$ cat config.mk
export PLATFORM = sky130hd
export DESIGN_NAME = countdown_bcd_3_digits
export DESIGN_NICKNAME = d
export VERILOG_FILES = /design/src/rtl/countdown_bcd_3_digits.sv
export SDC_FILE = /design/constraint.sdc
export NUM_CORES = 1
export LEC_CHECK = 0
export CAP_MARGIN = 20
export CORE_UTILIZATION = 45
export DETAILED_ROUTE_END_ITERATION = 10
export PLACE_DENSITY = 0.73
export SETUP_SLACK_MARGIN = 0.3
export SLEW_MARGIN = 25
export SYNTH_ARGS = -nofsm -noshare
export SYNTH_HDL_FRONTEND = slang
export SYNTH_SLANG_ARGS = --single-unit
export TNS_END_PERCENT = 5
$ cat constraint.sdc
create_clock -name CLOCK_50 -period 2.5 [get_ports CLOCK_50]
set_input_delay 0.25 -clock CLOCK_50 [delete_from_list [all_inputs] [get_ports CLOCK_50]]
set_output_delay 0.25 -clock CLOCK_50 [all_outputs]
set_load 0.005 [all_outputs]
$ cat src/rtl/countdown_bcd_3_digits.sv
// 3-digit BCD countdown timer with prescaled tick and active-low 7-seg outputs.
// Optional TIMER_BLINK_EN: digits blink in DONE.
module countdown_bcd_3_digits #(
  parameter int TICK_DIV = 50_000_000
) (
  input  logic        CLOCK_50,
  input  logic        aclr,
  input  logic        load,
  input  logic        run,
  input  logic [11:0] load_val,
  output logic [11:0] bcd,
  output logic [6:0]  H0,
  output logic [6:0]  H1,
  output logic [6:0]  H2,
  output logic        zero,
  output logic        done
);

  localparam int PW = (TICK_DIV > 2) ? $clog2(TICK_DIV) : 1;
  localparam logic [PW-1:0] TOP = PW'(TICK_DIV - 1);

  typedef enum logic [1:0] {
    IDLE,
    RUN,
    DONE
  } state_t;

  state_t        state, state_nx;
  logic [11:0]   cnt, cnt_nx;
  logic [PW-1:0] presc, presc_nx;
  logic          done_nx;
  logic          tick;

  function automatic logic [3:0] clamp9(input logic [3:0] d);
    return (d > 4'd9) ? 4'd9 : d;
  endfunction

  function automatic logic [11:0] dec_bcd(input logic [11:0] v);
    logic [3:0] d0, d1, d2;
    d0 = v[3:0];
    d1 = v[7:4];
    d2 = v[11:8];
    if (d0 != 4'd0) begin
      d0 = d0 - 4'd1;
    end else begin
      d0 = 4'd9;
      if (d1 != 4'd0) begin
        d1 = d1 - 4'd1;
      end else begin
        d1 = 4'd9;
        d2 = d2 - 4'd1;
      end
    end
    return {d2, d1, d0};
  endfunction

  // {g,f,e,d,c,b,a}, active-low
  function automatic logic [6:0] seg7(input logic [3:0] d);
    logic [6:0] s;
    case (d)
      4'd0:    s = 7'b1000000;
      4'd1:    s = 7'b1111001;
      4'd2:    s = 7'b0100100;
      4'd3:    s = 7'b0110000;
      4'd4:    s = 7'b0011001;
      4'd5:    s = 7'b0010010;
      4'd6:    s = 7'b0000010;
      4'd7:    s = 7'b1111000;
      4'd8:    s = 7'b0000000;
      4'd9:    s = 7'b0010000;
      default: s = 7'h7F;
    endcase
    return s;
  endfunction

  assign tick = (state == RUN) && (presc == TOP);

  always_comb begin
    state_nx = state;
    cnt_nx   = cnt;
    presc_nx = presc;
    done_nx  = 1'b0;
    if (load) begin
      cnt_nx   = {clamp9(load_val[11:8]),
                  clamp9(load_val[7:4]),
                  clamp9(load_val[3:0])};
      presc_nx = '0;
      state_nx = IDLE;
    end else begin
      unique case (state)
        IDLE: begin
          if (run && (cnt != 12'h000)) state_nx = RUN;
        end
        RUN: begin
          // pausing keeps the prescaler phase
          if (!run) begin
            state_nx = IDLE;
          end else if (tick) begin
            presc_nx = '0;
            cnt_nx   = dec_bcd(cnt);
            if (cnt == 12'h001) begin
              state_nx = DONE;
              done_nx  = 1'b1;
            end
          end else begin
            presc_nx = presc + 1'b1;
          end
        end
        DONE: begin
          state_nx = DONE;
        end
        default: state_nx = IDLE;
      endcase
    end
  end

  always_ff @(posedge CLOCK_50 or posedge aclr) begin
    if (aclr) begin
      state <= IDLE;
      cnt   <= 12'h000;
      presc <= '0;
      done  <= 1'b0;
    end else begin
      state <= state_nx;
      cnt   <= cnt_nx;
      presc <= presc_nx;
      done  <= done_nx;
    end
  end

  assign bcd  = cnt;
  assign zero = (cnt == 12'h000);

`ifdef TIMER_BLINK_EN
  localparam logic [PW-1:0] HALF = PW'(TICK_DIV / 2);
  logic [PW-1:0] blink_cnt;
  logic          blank;

  always_ff @(posedge CLOCK_50 or posedge aclr) begin
    if (aclr) begin
      blink_cnt <= '0;
    end else if (state == DONE && state_nx == DONE) begin
      blink_cnt <= (blink_cnt == TOP) ? '0 : blink_cnt + 1'b1;
    end else begin
      blink_cnt <= '0;
    end
  end

  assign blank = (state == DONE) && (blink_cnt < HALF);
  assign H0 = blank ? 7'h7F : seg7(cnt[3:0]);
  assign H1 = blank ? 7'h7F : seg7(cnt[7:4]);
  assign H2 = blank ? 7'h7F : seg7(cnt[11:8]);
`else
  assign H0 = seg7(cnt[3:0]);
  assign H1 = seg7(cnt[7:4]);
  assign H2 = seg7(cnt[11:8]);
`endif

endmodule
==> impl_metrics.toml <==
[synthesis]
async_flop_share = 1.00
synthTopCellsByCount = "41 x dfrtp_1, 35 x a21oi_1, 26 x nand2_1, 26 x nor2_1, 25 x o21ai_0"
yosys_register_bits = 41
yosysMostFrequentCell = "dfrtp_1"
ys_seq_area_frac = 0.348
syn_avg_cell_area_um2 = 8.52
synth-main-ff-cell = "dfrtp_1"
synth_nets = 378
synth_largest_area_cell = "dfrtp_1"
synth_edf_count = 0
synth_area_leaders = "dfrtp_1 35%, ha_1 6.8%, a21oi_1 5.9%"
yosys_warnings = 0
syn-instance-count = 346
ys_types = 54
yosysTopAreaCellShare = 0.348
netlist_area_um2 = 2950

[setup_path]
worstSetupPathType = "flip-flop to output port"
startpoint = "bcd[5]"
critPathRequiredTime_ns = 2.25
setup.worst_path.start_class = "flip-flop"
critical-path-top-delay-family = "buffers and inverters"
path_buf_inv = 2
arrival_ns = 2.00
rr_startpoint = "presc[7]"
crit_slowest_cell = "clkdlybuf4s50_1"
cp_cell_sequence = "inv_2 > ha_4 > nor3b_4 > and4_1 > clkdlybuf4s50_1"
cp-end-kind = "output port"
max_stage_delay_ns = 0.54
crit_path_max_fanout = 5

[power]
p_clk_frac = 0.172
p_sw_frac = 0.350
seqPwrFrac = 0.342
p_leak_nw = 1.51
p_int_mw = 1.59
power.density_nw_per_um2 = 651
p_comb_frac = 0.486
p_switching_uw = 856
ir_worst_vdd_uv = 607

[final_layout]
antenna_cells = 0
drive_gt1_frac = 0.132
fin_cells = 480
multiInputGateArea_um2 = 1830
area_growth_syn_to_layout_pct = 27.3
register_area_um2 = 1030
layout.nets = 434
fillers = 540

[drt]
ant_nets = 0
drc = 0
totalWireLength_um = 7350
post_drt_wl_per_cell_um = 15.3
drt_pass1_iterations = 4
drtIter0Drc = 146
vias_per_cell = 6.07
vias = 2914

[clock_network]
path_clk_slew_ns = 0.08
clk_latency_ns = 0.30
cts_root_buf = "clkbuf_8"
holdBufCountCts = 0
h-tree-depth = 2
cts_sinks = 41
cts_tree = "built"
cts_max_path_buffers = 2
numCtsBuffers = 5

[global_routing]
overflow = 0
grt_first_pass_wirelength_um = 12600
grt_start_max_net_pins = 42
antenna_found_initial = 0
grtUsageTotal = 0.219
grt_pass1_vias = 2657

[sta]
finalClockSkew_ns = 0.00767
final-setup-viol-count = 0
maxSlewHeadroom = 0.502
period_minus_slack_ns = 2.25
fmax_mhz = 444
maxSlewViolCount = 0
fin_crit_sh = 0.900
setup_tns_ns = 0
rsz0062_at_grt = "yes"
hold_viol = 0
tightest_slew_ns = 0.744

[floorplan]
core_area_um2 = 6350
die_y_um = 82.9
die_area_um2 = 6880
ios = 51
start_util = 0.464
dieWidth_um = 82.9
row_count = 29

[placement]
hpwl_um = 5040
port-buffer-count = 50
gp_congestion = 0.869
dp_cells = 464

[job]
maxCapViolations = 0

[worst_hold_path]
worstHoldPathType = "primary input to async pin"

[outcome]
outcome = "finished clean"
## final timing paths
path,to,slack [ns],cells after the start
max,zero,0.25,5
min,bcd[11],0.39,3
max reg2reg,bcd[4],0.31,4
min reg2reg,presc[0],0.53,1
max in group asynchronous,bcd[10],1.72,3
min in group CLOCK_50,presc[0],0.53,1
## layer usage
layer | part of all wire | vias up | track usage
met5 | 0 | - | 0
li1 | - | 1400 | -
met4 | 0.010 | 0 | 0.0580
met1 | 0.47 | 1422 | 0.308
met2 | 0.47 | 85 | 0.348
met3 | 0.050 | 7 | 0.0388
## repair_timing
| action | CTS | global route |
|---|---|---|
| gates resized for setup | 17 | 8 |
| buffers inserted | 7 | 1 |
| endpoints found under the setup margin | 12 | 18 |
| pin swaps | 1 | 1 |
## sequential cells by signal, summed over array words and instances, names as in the netlist
register,count
bcd,12
done,1
state,2
presc,26
## power groups by stage
stage | Combinational, mW | Sequential [mW] | Clock, mW
after floorplan | 0.563 | 0.787 | 0
after global placement | 1.06 | 0.848 | 0
after detailed placement | 1.08 | 0.847 | 0
after CTS | 1.16 | 0.825 | 0.429
after global routing | 1.30 | 0.848 | 0.457
final | 1.19 | 0.835 | 0.421
## metrics by stage
step	power (mW)	instance area, um2	utilization	hold slack, ns	setup WS, ns
floorplan	1.35	2950	-	0.359	0.341
CTS	2.42	3720	0.585	0.410	0.259
global placement	1.91	3530	0.555	0.498	0.234
global route	2.61	3750	0.591	0.479	0.200
finish	2.44	3750	0.591	0.392	0.250
detailed placement	1.92	3530	0.555	0.521	0.251
## cells in the final DEF (no fill, tap or decap), types with 8 or more instances in the layout
| cell type | n |
|---|---|
| dfrtp_1 | 36 |
| ha_1 | 13 |
| mux2i_1 | 8 |
| nand4_1 | 11 |
| inv_1 | 11 |
| clkdlybuf4s50_1 | 49 |
| nand2_1 | 26 |
| o31ai_1 | 8 |
| nor2_1 | 25 |
| buf_4 | 16 |
| or3_1 | 12 |
| a21oi_1 | 33 |
| nand3_1 | 8 |
| o21ai_0 | 25 |
| or4_1 | 11 |
## tightest hold or removal path: cells and delay by family
kind / cells / cell delay [ns]
buffers and inverters: 3 / 0.89
## cell families (layout without fill, tap and decap cells)
family / Yosys count / after routing / synth area share
and+or+nand+nor: 136 / 136 / 0.256
xor gates and xnor gates: 7 / 7 / 0.0208
buffers and inverters: 35 / 92 / 0.0544
adders and majority gates: 16 / 16 / 0.0679
AOI/OAI and AO/OA: 102 / 102 / 0.221
DFF: 41 / 41 / 0.348
muxes: 9 / 9 / 0.0323
## final cells by class
cell class / instances / share of cell area
multi-input combinational: 270 / 0.488
sequential: 41 / 0.275
timing repair buffer: 67 / 0.171
tap: 77 / 0.0257
clock buffer: 6 / 0.0193
inverter: 17 / 0.0177
clock inverter: 2 / 0.00267
(Power assumes the default switching activity.)
